[config.mk]
export PLATFORM = sky130hd
export DESIGN_NAME = can_bit_destuffer
export DESIGN_NICKNAME = d
export VERILOG_FILES = /design/src/rtl/can_bit_destuffer.sv
export SDC_FILE = /design/constraint.sdc
export NUM_CORES = 1
export LEC_CHECK = 0
export BUFFER_PORTS_ARGS = -buffer_cell sky130_fd_sc_hd__buf_2
export CELL_PAD_IN_SITES_DETAIL_PLACEMENT = 0
export CELL_PAD_IN_SITES_GLOBAL_PLACEMENT = 1
export CORE_ASPECT_RATIO = 0.6
export CORE_MARGIN = 2
export CORE_UTILIZATION = 42
export CTS_BUF_LIST = sky130_fd_sc_hd__clkbuf_4 sky130_fd_sc_hd__clkbuf_8
export DETAILED_ROUTE_END_ITERATION = 8
export GPL_TIMING_DRIVEN = 1
export PLACE_DENSITY = 0.78
export SETUP_SLACK_MARGIN = 0.1
export SYNTH_ARGS = -nofsm -noshare
export SYNTH_HDL_FRONTEND = slang
export SYNTH_SLANG_ARGS = --single-unit
[constraint.sdc]
create_clock -name SP -period 2 [get_ports SP]
set_clock_uncertainty 0.2 [all_clocks]
set_input_delay 0.1 -clock SP [delete_from_list [all_inputs] [get_ports SP]]
set_output_delay 0.1 -clock SP [all_outputs]
set_load 0.01 [all_outputs]
[src/rtl/can_bit_destuffer.sv]
// CAN receive bit-stream front end: bus integration, SOF detect, stuff-bit removal,
// stuff-error detection and error flag / delimiter sequencing, all clocked by the sample point.
module can_bit_destuffer #(
  parameter int unsigned STUFF_LEN     = 5,
  parameter int unsigned ERR_FLAG_LEN  = 6,
  parameter int unsigned ERR_DELIM_LEN = 8,
  parameter int unsigned IDLE_LEN      = 11
) (
  input  logic       SP,
  input  logic       reset,
  input  logic       RX,
  input  logic       STF_EN,
  input  logic       ERR_IN,
  output logic       RX_D,
  output logic       DV,
  output logic       STF_BIT,
  output logic       STF_ERR,
  output logic       ERROR,
  output logic       BUS_IDLE,
  output logic [7:0] STF_CNT
);

  typedef enum logic [2:0] {StInteg, StIdle, StFrame, StEflag, StEdelim} state_e;

  localparam logic [2:0] RunStuff  = 3'(STUFF_LEN);
  localparam logic [3:0] IdleLast  = 4'(IDLE_LEN - 1);
  localparam logic [3:0] EflagLast = 4'(ERR_FLAG_LEN - 1);
  localparam logic [3:0] DelimLast = 4'(ERR_DELIM_LEN + 3 - 1);

  state_e      state_q, state_d;
  logic        last_q, last_d;
  logic [2:0]  run_q, run_d;
  logic [3:0]  rcnt_q, rcnt_d;
  logic [3:0]  ecnt_q, ecnt_d;
  logic [7:0]  cnt_d;
  logic        dv_d, stf_bit_d, stf_err_d;

  logic stuff_slot, viol;
  assign stuff_slot = STF_EN && (run_q == RunStuff);
  assign viol       = stuff_slot && (RX == last_q);

  always_ff @(posedge SP or posedge reset) begin
    if (reset) state_q <= StInteg;
    else       state_q <= state_d;
  end

  always_comb begin
    state_d = state_q;
    unique case (state_q)
      StInteg:  if (RX && rcnt_q == IdleLast) state_d = StIdle;
      StIdle:   if (!RX) state_d = StFrame;
      StFrame: begin
        if (ERR_IN || viol) state_d = StEflag;
        else if (!STF_EN && RX && rcnt_q == IdleLast) state_d = StIdle;
      end
      StEflag:  if (ecnt_q == EflagLast) state_d = StEdelim;
      StEdelim: if (RX && rcnt_q == DelimLast) state_d = StIdle;
      default:  state_d = StInteg;
    endcase
  end

  always_comb begin
    last_d    = last_q;
    run_d     = run_q;
    rcnt_d    = rcnt_q;
    ecnt_d    = ecnt_q;
    cnt_d     = STF_CNT;
    dv_d      = 1'b0;
    stf_bit_d = 1'b0;
    stf_err_d = 1'b0;
    unique case (state_q)
      StInteg: rcnt_d = (RX && rcnt_q != IdleLast) ? rcnt_q + 4'd1 : 4'd0;
      StIdle: begin
        rcnt_d = 4'd0;
        if (!RX) begin
          dv_d   = 1'b1;
          last_d = 1'b0;
          run_d  = 3'd1;
          cnt_d  = 8'd0;
        end
      end
      StFrame: begin
        ecnt_d = 4'd0;
        if (STF_EN) begin
          rcnt_d    = 4'd0;
          stf_err_d = viol;
          if (!ERR_IN && !viol) begin
            if (stuff_slot) begin
              stf_bit_d = 1'b1;
              cnt_d     = (STF_CNT == 8'hFF) ? 8'hFF : STF_CNT + 8'd1;
              last_d    = RX;
              run_d     = 3'd1;
            end else begin
              dv_d   = 1'b1;
              run_d  = (RX == last_q) ? run_q + 3'd1 : 3'd1;
              last_d = RX;
            end
          end
        end else begin
          // Unstuffed tail: run is parked at 0 so the next stuffed bit starts a fresh run.
          run_d  = 3'd0;
          last_d = RX;
          rcnt_d = (RX && rcnt_q != IdleLast) ? rcnt_q + 4'd1 : 4'd0;
          dv_d   = !ERR_IN && !(RX && rcnt_q == IdleLast);
        end
      end
      StEflag: begin
        ecnt_d = (ecnt_q == EflagLast) ? 4'd0 : ecnt_q + 4'd1;
        rcnt_d = 4'd0;
      end
      StEdelim: rcnt_d = (RX && rcnt_q != DelimLast) ? rcnt_q + 4'd1 : 4'd0;
      default: ;
    endcase
  end

  always_ff @(posedge SP or posedge reset) begin
    if (reset) begin
      last_q   <= 1'b1;
      run_q    <= 3'd0;
      rcnt_q   <= 4'd0;
      ecnt_q   <= 4'd0;
      RX_D     <= 1'b1;
      DV       <= 1'b0;
      STF_BIT  <= 1'b0;
      STF_ERR  <= 1'b0;
      ERROR    <= 1'b0;
      BUS_IDLE <= 1'b0;
      STF_CNT  <= 8'd0;
    end else begin
      last_q   <= last_d;
      run_q    <= run_d;
      rcnt_q   <= rcnt_d;
      ecnt_q   <= ecnt_d;
      RX_D     <= RX;
      DV       <= dv_d;
      STF_BIT  <= stf_bit_d;
      STF_ERR  <= stf_err_d;
      ERROR    <= (state_d == StEflag) || (state_d == StEdelim);
      BUS_IDLE <= (state_d == StIdle);
      STF_CNT  <= cnt_d;
    end
  end

endmodule

==> results of run 1 <==
## worst max-delay path, cell delays in order (launching register included)
cell and delay (ns):
dfrtp_1 0.43, or3b_4 0.48, a221oi_4 0.23, or2_4 0.18, mux2_4 0.29
## layout make-up
type / count / area (sq um) / share of cell area (%)
Multi-Input combinational cell: 122 / 920.9 / 43.81
Sequential cell: 29 / 728.2 / 34.64
Timing Repair Buffer: 39 / 255.2 / 12.14
Clock buffer: 7 / 96.34 / 4.583
Tap cell: 47 / 58.81 / 2.798
Inverter: 10 / 37.54 / 1.786
Clock inverter: 1 / 5.005 / 0.2381
## logic make-up (layout without fill, tap and decap cells)
family	after synthesis	count (layout)	synth area share, %
xor gates and xnor gates	2	2	1.522
muxes	1	1	0.9130
AOI/OAI and AO/OA	52	52	22.15
buffers and inverters	16	57	4.186
DFF	29	29	44.29
adders and majority gates	7	7	5.327
and+or+nand+nor	60	60	21.61
## through the flow
step / power (W) / setup slack, ns / hold slack (ns) / std cells / area, sq um
after floorplan: 0.001491 / 0.1207 / -0.09552 / 167 / 1660
after global placement: 0.001752 / 0.09464 / -0.01479 / 235 / 1846
after detailed placement: 0.001776 / 0.06734 / -0.005031 / 235 / 1846
after CTS: 0.002385 / 0.1026 / 0.005077 / 248 / 2021
after global routing: 0.002683 / 0.01838 / 0.06161 / 255 / 2102
final: 0.002513 / 0.07948 / 0.02064 / 255 / 2102
## metal layers
metal	GRT usage, %	vias to the layer above
met2	26.51	44
met4	5.556	0
met5	0	-
met3	5.512	5
met1	24.80	670
li1	-	701
## power by group
part	internal [W]	switching, W	total (W)
sequential	0.000716	0.000115	0.000831
combinational	0.000551	0.000598	0.00115
clock	0.000310	0.000223	0.000534
## sequential cells by signal, indices dropped and copies added (netlist names)
| signal | count |
|---|---|
| ERROR | 1 |
| ecnt_q | 4 |
| RX_D | 1 |
| STF_BIT | 1 |
| STF_CNT | 8 |
| STF_ERR | 1 |
| run_q | 3 |
| state_q | 3 |
| DV | 1 |
| BUS_IDLE | 1 |
| rcnt_q | 4 |
| last_q | 1 |
## placed cells by master (no fill, tap or decap), types with 4 or more instances in the layout
master and instances:
dfrtp_1 27, buf_2 18, buf_4 18, o21ai_0 13
nand2_1 10, inv_1 10, a21oi_1 9, nand3_1 9
nor2_1 7, clkbuf_8 7, ha_1 6, nor3b_1 4
nand4_1 4, and3_1 4
## worst max path at each step
| stage | start | end | slack [ns] | cells after the start |
|---|---|---|---|---|
| final | state_q[0]$_DFF_PP0_ | run_q[1]$_DFFE_PP0P_ | 0.08 | 4 |
| after floorplan | run_q[0]$_DFFE_PP0P_ | run_q[1]$_DFFE_PP0P_ | 0.12 | 5 |
| after CTS | run_q[1]$_DFFE_PP0P_ | run_q[1]$_DFFE_PP0P_ | 0.10 | 6 |
| after global routing | state_q[1]$_DFF_PP0_ | run_q[2]$_DFFE_PP0P_ | 0.02 | 6 |
| after global placement | run_q[0]$_DFFE_PP0P_ | ERROR$_DFF_PP0_ | 0.09 | 5 |
| after detailed placement | run_q[0]$_DFFE_PP0P_ | ERROR$_DFF_PP0_ | 0.07 | 5 |
## timing repair
item,in CTS,in global routing
hold buffers,3,0
pin swaps,1,4
setup endpoints to repair,3,11
endpoints found under the hold margin,33,0
setup buffers,2,7
resized for setup,3,8
==> summary.txt, run 1 <==
Detailed routing
  – Total Wirelength: approximately 3700 microns
  – 1st-iter DRT viols: 69
  – WL met2: between 1500 and 2000 microns
  – 1st-pass router iterations: 4
  – Number of nets with antenna violations after routing: 0
  – Highest routed layer: met4
  – Met1 Wirelength: between 1500 and 2000 microns
  – Vias: between 1000 and 1500
  – WL/cell: 14.33 microns
  – Vias/cell: 5.569
  – DRC errors left: 0
  – Met3 WL: around 230 microns

Place
  – Gp weighted congestion: ~0.9
  – DPL Wire Length: about 2400 microns
  – # port buffers: 18

Timing
  – RSZ-0062 raised after global routing: yes
  – Final Max Tran Viols: 0
  – Crit share post-route: a little over nine tenths
  – Setup TNS Final: 0 ns
  – Worst slew pin tran: about 0.45 ns
  – Final count of hold timing violations: 0
  – Count of final setup violators: 0
  – Post-layout min period: just under 2 ns
  – Max_slew headroom: 69.85%
  – F_max: roughly 0.52 GHz

Worst setup path
  – RR Endpoint: run_q[1]$_DFFE_PP0P_
  – CP arrival: about 1.9 ns
  – Worst flop-to-flop path startpoint: state_q[0]$_DFF_PP0_
  – CP Data Required Time: 1.97 ns
  – Critical Path Source Type: register
  – CP Class: register to register
  – Crit path capture type: register
  – Worst Path Max Fanout: 5
  – Worst reg-to-reg path cell count: 4
  – R2R Setup Slk: 0.08 ns

Clock network
  – Worst-Skew Late Latency: 0.28 ns
  – Root Buffer: clkbuf_8
  – Clock sink count: 29
  – CTS Buf Count: 5
  – CTS tree: done
  – Clk buf depth: 2
  – Clk pin slew, worst setup/hold paths: 0.06 ns
  – H-tree depth: 2

Global routing
  – Largest net degree at the start of global routing: 30
  – Vias in the first global route: about 1300
  – GRT overflow: 0
  – First-pass GRT wire length: ~6100 microns
  – Initial antenna violation count: 0
  – All-Layer GR Usage: 17.77%

Finish
  – Fraction of layout cells with a size suffix above 1: a little under a third
  – Layout Nets: ~220
  – Antenna Cells: 0
  – Util after Layout: roughly 57%
  – Fill count: 332
  – Synth-to-layout area growth: 27.85%

Worst hold path
  – WHS Endpoint: DV$_DFF_PP0_
  – Hold_sp: STF_EN
  – Worst Hold Path Cells: 3
  – Hold Crit Class: input port to register

Logic synthesis
  – Ranking of synthesized cells by area: dfrtp_1 41%, ha_1 5.3%, o21ai_0 4.6%, dfstp_2 3.2%, nand3_1 3.0%
  – Yosys warning total: 0
  – Post-synth top cells: 27 x dfrtp_1, 15 x o21ai_0, 10 x inv_1, 10 x nand2_1, 10 x nand3_1
  – Yosys reg bits: 29
  – Post-synth EDFFs: 0
  – Cell Area, Synth: 1644 sq um
  – Leading area contributor after synthesis: dfrtp_1
  – Most used standard cell by instance count after synthesis: dfrtp_1
  – Yosys top cell area share: between 40% and 50%
  – Post-synth ARST share: 100.0%
  – Seq/Total Area, Yosys: around 44%
  – Synth cell types: 48
  – Mapped Cells: 167
  – Syn Area/Cell: around 9.8 sq um
  – Syn Nets: ~180
  – Top_reg_cell synth: dfrtp_1

Floorplanning
  – Chip width: approximately 85 microns
  – Height of the die: approximately 52 microns
  – Initial core utilization: between 40% and 50%
  – Die area: 4447 sq um
  – Core area: 3701 sq um
  – Ports: 19
  – Core Rows: 17

Pwr
  – Worst IR Drop VDD: 652.2 uV
  – Power Density: 1196 nW/um^2
  – Leakage: between 0.9 and 1 nW

Status
  – Status: finished clean

Flow run
  – MaxCap Viol Count: 0
(Power assumes the default switching activity.)
==> inputs of run 2 (changes only) <==
--- a/config.mk
+++ b/config.mk
@@ -15,6 +15,7 @@
 export DETAILED_ROUTE_END_ITERATION = 8
 export GPL_TIMING_DRIVEN = 1
 export PLACE_DENSITY = 0.78
+export RECOVER_POWER = 50
 export SETUP_SLACK_MARGIN = 0.1
 export SYNTH_ARGS = -nofsm -noshare
 export SYNTH_HDL_FRONTEND = slang
==> constraint.sdc (replaced) <==
create_clock -name SP -period 1.6 [get_ports SP]
set_clock_uncertainty 0.2 [all_clocks]
set_input_delay 0.08 -clock SP [delete_from_list [all_inputs] [get_ports SP]]
set_output_delay 0.08 -clock SP [all_outputs]
set_load 0.01 [all_outputs]
==> run 2 against run 1 <==
Net effect:
- the run now ends with setup timing left
- hold slack worse by 0.0058 ns
- non-clock buffer count increased by 41
- register-to-register slack lost 0.37 ns
- worst setup slack lost 0.37 ns
- die area unchanged
- critical path depth grew 3
==> summary.txt, run 2 (same netlist as run 1, synthesis figures left out) <==
Timing
  – RSZ-0062 raised after global routing: yes
  – Post-layout min period: approximately 1.9 ns
  – Count of final setup violators: 22
  – Final Max Tran Viols: 0
  – F_max: 0.5291 GHz
  – Max_slew headroom: between 50% and 60%
  – Crit share post-route: 118.1%
  – Hold_ws: 0.01485 ns
  – Final count of hold timing violations: 0
  – Worst slew pin tran: around 0.73 ns
  – Setup TNS Final: -3.517 ns
  – Setup slack after layout: -0.2901 ns

Clock network
  – Clk pin slew, worst setup/hold paths: around 0.07 ns
  – CTS Buf Count: 5
  – Root Buffer: clkbuf_8
  – Clk buf depth: 2
  – H-tree depth: 2
  – Worst-Skew Late Latency: about 0.29 ns
  – CTS tree: done
  – Clock sink count: 29

Pwr
  – Pwr Total: between 0.003 and 0.004 W
  – P_sw: roughly 0.0014 W
  – Clock power share: roughly 18%
  – Sw Share: between 30% and 40%
  – Internal power: between 0.002 and 0.0025 W
  – Leakage: approximately 1.2 nW
  – Power Density: ~1500 nW/um^2
  – Worst IR Drop VDD: between 900 and 1000 uV
  – Sequential power share: 26.5%
  – Combinational cell fraction of total power: 55.9%

Worst setup path
  – Cell Chain, Critical Path: buf_4 -> buf_4 -> nor3b_2 -> buf_4 -> nand4_1 -> nor3b_2 -> a22o_1
  – Crit path max-delay cell type: dfrtp_1
  – CP arrival: 1.91 ns
  – Critical Path Source Type: register
  – CP dominant cell by count: buf_4
  – Crit path capture type: register
  – Crit path capture: run_q[2]$_DFFE_PP0P_
  – Worst flop-to-flop path startpoint: state_q[0]$_DFF_PP0_
  – Max stage delay on crit path: roughly 0.39 ns
  – RR Endpoint: run_q[2]$_DFFE_PP0P_
  – CP Class: register to register
  – Worst Path Max Fanout: 6
  – R2R Setup Slk: -0.29 ns
  – Launch point of the worst path: state_q[0]$_DFF_PP0_
  – Worst reg-to-reg path cell count: 7
  – CP Data Required Time: around 1.6 ns

Flow run
  – MaxCap Viol Count: 0

Floorplanning
  – Ports: 19
  – Chip width: approximately 85 microns
  – Core area: ~3700 sq um
  – Core Rows: 17
  – Die area: between 4000 and 5000 sq um
  – Height of the die: approximately 52 microns
  – Initial core utilization: about 44%

Detailed routing
  – Vias/cell: approximately 5.7
  – Total Wirelength: about 4700 microns
  – 1st-pass router iterations: 4
  – Number of nets with antenna violations after routing: 0
  – DRC errors left: 0
  – 1st-iter DRT viols: between 100 and 150
  – WL/cell: 16.02 microns
  – Vias: around 1700

Global routing
  – Largest net degree at the start of global routing: 30
  – Vias in the first global route: between 1500 and 2000
  – Initial antenna violation count: 0
  – All-Layer GR Usage: between 20 and 25%
  – GRT overflow: 0
  – First-pass GRT wire length: ~7300 microns

Finish
  – Util after Layout: between 60 and 70%
  – Biggest regs: STF_CNT x8, ecnt_q x4, rcnt_q x4
  – Sequential cell area: 728.2 sq um
  – Antenna Cells: 0
  – Fill count: between 200 and 300
  – Commonest cells after routing, fill and taps aside: 55 x buf_4, 27 x dfrtp_1, 17 x buf_2
  – Commonest non-fill, non-tap cell in the layout: buf_4
  – Reg with most FFs: STF_CNT
  – Max reg flops: 8
  – Multi-input gate area: around 1000 sq um
  – Synth-to-layout area growth: 54.64%
  – Fraction of layout cells with a size suffix above 1: 49.00%
  – Layout Nets: 260

Place
  – DPL Wire Length: about 3100 microns
  – # port buffers: 18
  – Gp weighted congestion: about 0.83

Status
  – Failing checks: setup timing
  – Status: finished, violations left

Worst hold path
  – Hold Crit Class: input port to register
  – Worst Hold Path Cells: 4
## run 2: what timing repair did
action | 4_1_cts | 5_1_grt
hold endpoints to repair | 31 | 0
pin swaps | 10 | 9
gates cloned | 0 | 0
setup buffers | 11 | 4
gates resized for setup | 10 | 26
endpoints found under the setup margin | 26 | 28
hold buffers | 3 | 0
## run 2: worst max-delay path, delay by kind of cell, from the launching register on
| kind | cells | cell delay [ns] |
|---|---|---|
| simple gates | 3 | 0.60 |
| compound gates | 1 | 0.18 |
| flops | 1 | 0.39 |
| buf+inv | 3 | 0.45 |
## run 2: per-layer routing
metal	up-vias	GRT usage [%]	wire length, microns
li1	790	-	-
met1	818	29.28	2288
met2	54	33.99	2146
met3	11	5.512	216
met4	0	9.524	89
met5	-	0	0
## run 2: area by class of cell
cell class                      count  share of cell area (%)
Multi-Input combinational cell    122                   41.14
Sequential cell                    29                   28.64
Timing Repair Buffer               80                   22.44
Clock buffer                        7                   3.789
Tap cell                           47                   2.313
Inverter                           10                   1.476
Clock inverter                      1                  0.1969
## run 2: how the worst min path moves through the flow
stage,start,endpoint,slack [ns]
after floorplan,RX,RX_D$_DFF_PP1_,-0.12
after global placement,reset,STF_BIT$_DFF_PP0_,-0.04
after detailed placement,reset,STF_CNT[6]$_DFFE_PP0P_,-0.02
after CTS,RX,last_q$_DFFE_PP1P_,0.008
after global routing,RX,last_q$_DFFE_PP1P_,0.05
final,RX,last_q$_DFFE_PP1P_,0.01
## run 2: power by group through the flow
stage	Sequential (W)	Combinational (W)	Clock [W]
2_1_floorplan	0.00105	0.000903	0
3_3_place_gp	0.00100	0.00159	0
3_5_place_dp	0.00101	0.00164	0
4_1_cts	0.00100	0.00184	0.000693
5_1_grt	0.00103	0.00230	0.000725
6_report	0.00101	0.00214	0.000674
## run 2: through the flow
step | cell area, sq um | instances | setup slack (ns)
after floorplan | 1713 | 167 | -0.2341
after global placement | 2168 | 272 | -0.2314
after detailed placement | 2168 | 272 | -0.2895
after CTS | 2401 | 292 | -0.2501
after global routing | 2542 | 296 | -0.3391
final | 2542 | 296 | -0.2901
==> inputs of run 3 (changes only) <==
--- a/config.mk
+++ b/config.mk
@@ -5,12 +5,13 @@
 export SDC_FILE = /design/constraint.sdc
 export NUM_CORES = 1
 export LEC_CHECK = 0
+export ABC_AREA = 1
 export BUFFER_PORTS_ARGS = -buffer_cell sky130_fd_sc_hd__buf_2
 export CELL_PAD_IN_SITES_DETAIL_PLACEMENT = 0
 export CELL_PAD_IN_SITES_GLOBAL_PLACEMENT = 1
 export CORE_ASPECT_RATIO = 0.6
 export CORE_MARGIN = 2
-export CORE_UTILIZATION = 42
+export CORE_UTILIZATION = 40
 export CTS_BUF_LIST = sky130_fd_sc_hd__clkbuf_4 sky130_fd_sc_hd__clkbuf_8
 export DETAILED_ROUTE_END_ITERATION = 8
 export GPL_TIMING_DRIVEN = 1
==> run 3 against run 2 <==
Net effect:
- the run still ends with setup timing left
- area after synthesis grew 1.1%
- clock power is 9.1% lower
- power fell by 62%
- synthesized cell count is 21% higher
- die area rose by 5.8%
- via count down 15%
- sequential power fell by 26%
- combinational power is 96% lower
- critical endpoint is now DV$_DFF_PP0_
- largest power group is now sequential cells
==> summary.txt, run 3 <==
Worst hold path
  – Worst Hold Path Cells: 5
  – Hold Crit Class: input port to register
  – WHS Endpoint: last_q$_DFFE_PP1P_
  – Hold_sp: RX

Worst setup path
  – Crit path capture type: register
  – RR Endpoint: DV$_DFF_PP0_
  – CP Class: register to register
  – Crit path max-delay cell type: dfrtp_1
  – Worst flop-to-flop path startpoint: rcnt_q[0]$_DFFE_PP0P_
  – Launch point of the worst path: rcnt_q[0]$_DFFE_PP0P_
  – R2R Setup Slk: -0.02 ns
  – Worst Path Max Fanout: 4
  – Max stage delay on crit path: just under 0.4 ns
  – CP arrival: 1.59 ns
  – CP top delay family: simple AND/OR/NAND/NOR gates
  – CP Data Required Time: about 1.6 ns
  – Critical Path Source Type: register
  – Worst reg-to-reg path cell count: 9
  – Cell Chain, Critical Path: inv_2 -> ha_4 -> nand2_2 -> nor2_4 -> nand2_2 -> buf_4 -> buf_6 -> nand3_4 -> nand2_2
  – CP dominant cell by count: nand2_2
  – Worst path bufs/invs: 3

Finish
  – Multi-input gate area: between 900 and 1000 sq um
  – Reg with most FFs: STF_CNT
  – Sequential cell area: 730.7 sq um
  – Final std cells w/o fill: 300
  – Antenna Cells: 0
  – Fraction of layout cells with a size suffix above 1: a little under two fifths
  – Fill count: approximately 380
  – Finished Cell Area: around 2200 sq um
  – Max reg flops: 8
  – Synth-to-layout area growth: 32.05%
  – Commonest non-fill, non-tap cell in the layout: nand2_1
  – Commonest cells after routing, fill and taps aside: 53 x nand2_1, 25 x dfrtp_1, 20 x inv_1
  – Biggest regs: STF_CNT x8, ecnt_q x4, rcnt_q x4
  – Layout Nets: 261

Logic synthesis
  – Syn Area/Cell: 8.232 sq um
  – Ranking of synthesized cells by area: dfrtp_1 41%, nand2_1 13%, nand3_1 6.9%, ha_1 5.3%, inv_1 5.2%
  – Most used standard cell by instance count after synthesis: nand2_1
  – Seq/Total Area, Yosys: about 44%
  – Yosys warning total: 0
  – Top_reg_cell synth: dfrtp_1
  – Mapped Cells: between 200 and 250
  – Yosys top cell area share: about two fifths
  – Yosys reg bits: 29
  – Leading area contributor after synthesis: dfrtp_1
  – Post-synth top cells: 59 x nand2_1, 27 x dfrtp_1, 23 x inv_1, 23 x nand3_1, 13 x nor2_1
  – Cell Area, Synth: approximately 1700 sq um
  – Synth cell types: 27
  – Syn Nets: around 210
  – Post-synth ARST share: 100.0%
  – Post-synth EDFFs: 0

Timing
  – Post-layout min period: about 1.6 ns
  – F_max: between 0.6 and 0.7 GHz
  – RSZ-0062 raised after global routing: yes
  – Crit share post-route: 101.3%
  – Setup slack after layout: -0.02109 ns
  – Worst slew pin tran: between 0.3 and 0.4 ns
  – Count of final setup violators: 2
  – Final count of hold timing violations: 0
  – Max_slew headroom: between 70% and 80%
  – Final Max Tran Viols: 0

Detailed routing
  – 1st-iter DRT viols: around 50
  – Total Wirelength: between 3000 and 4000 microns
  – Number of nets with antenna violations after routing: 0
  – WL/cell: between 10 and 15 microns
  – DRC errors left: 0
  – Vias: 1430
  – 1st-pass router iterations: 4
  – Vias/cell: around 4.8

Clock network
  – CTS Buf Count: 5
  – Clock sink count: 29
  – Worst-Skew Late Latency: ~0.29 ns
  – Clk buf depth: 2
  – CTS tree: done
  – Clk pin slew, worst setup/hold paths: approximately 0.07 ns
  – Root Buffer: clkbuf_8
  – H-tree depth: 2

Global routing
  – GRT overflow: 0
  – Largest net degree at the start of global routing: 30
  – Vias in the first global route: 1263
  – First-pass GRT wire length: 6003 microns
  – Initial antenna violation count: 0
  – All-Layer GR Usage: between 10% and 20%

Floorplanning
  – Chip width: between 80 and 90 microns
  – Core Rows: 18
  – Height of the die: ~54 microns
  – Die area: roughly 4700 sq um
  – Initial core utilization: around two fifths
  – Ports: 19
  – Core area: between 4000 and 5000 sq um

Pwr
  – Power Density: roughly 660 nW/um^2
  – Leakage: around 1.1 nW
  – Worst IR Drop VDD: about 500 uV
  – Pwr Total: roughly 0.0015 W

Place
  – DPL Wire Length: 2575 microns
  – Placed inst area: about 1900 sq um
  – Gp weighted congestion: ~0.84
  – Dpl cells: roughly 280
  – # port buffers: 18

Status
  – Status: finished, violations left
  – Failing checks: setup timing

Flow run
  – MaxCap Viol Count: 0
run 3: how the worst max path moves through the flow:
| stage | end | depth (start not counted) |
|---|---|---|
| after floorplan | run_q[2]$_DFFE_PP0P_ | 11 |
| after global placement | STF_CNT[6]$_DFFE_PP0P_ | 9 |
| after detailed placement | ERROR$_DFF_PP0_ | 11 |
| after CTS | ERROR$_DFF_PP0_ | 11 |
| after global routing | ERROR$_DFF_PP0_ | 11 |
| final | DV$_DFF_PP0_ | 9 |
run 3: final cells by class:
cell class / instances / share of cell area [%]
tap: 50 / 2.849
inverter: 28 / 5.128
sequential: 29 / 33.28
multi-input combinational: 145 / 42.56
clock inverter: 2 / 0.4558
timing repair buffer: 40 / 12.25
clock buffer: 6 / 3.476
run 3: power breakdown:
group | switching (W) | leakage [nW] | internal (W)
clock | 0.000295 | 0.0484 | 0.000318
sequential | 0.00000761 | 0.382 | 0.000744
combinational | 0.0000551 | 0.699 | 0.0000360
total | 0.000358 | 1.13 | 0.00110
run 3: per-stage QoR:
| stage | setup TNS (ns) | utilization (%) | setup slack, ns | hold slack, ns |
|---|---|---|---|---|
| final | -0.02903 | 54.17 | -0.02109 | 0.03130 |
| after global routing | -0.7754 | 54.17 | -0.09411 | 0.08114 |
| after CTS | -0.01451 | 51.57 | -0.01451 | 0.009825 |
| after detailed placement | -0.01115 | 47.50 | -0.009458 | -0.02238 |
| after global placement | 0 | 47.50 | 0.01383 | -0.03018 |
| after floorplan | 0 | - | 0.03934 | -0.1155 |
run 3: repair_timing:
| item | CTS | global route |
|---|---|---|
| buffers inserted | 2 | 2 |
| endpoints found under the setup margin | 18 | 23 |
| endpoints found under the hold margin | 34 | 0 |
| pin swaps | 8 | 10 |
| hold buffers | 4 | 0 |
| gates resized for setup | 8 | 24 |
run 3: cell families (layout without fill, tap and decap cells):
| family | Yosys count | count (layout) | synth area share (%) |
|---|---|---|---|
| buf+inv | 28 | 76 | 6.772 |
| xor+xnor | 5 | 5 | 2.634 |
| flops | 29 | 29 | 43.79 |
| compound gates | 13 | 13 | 4.214 |
| simple gates | 120 | 120 | 37.32 |
| fa+ha+maj | 7 | 7 | 5.267 |
run 3: metal layers:
metal	wire [microns]	vias up	part of all wire, %	global-route usage [%]
met4	50	0	1.3	7.692
li1	-	738	-	-
met3	188	7	5.0	5.675
met1	2012	653	54	25.57
met5	0	-	0	0
met2	1473	32	40	23.03
run 3: worst min-delay path, delay by kind of cell:
family	cells	cell delay (ns)
buf+inv	2	0.27
simple gates	3	0.17
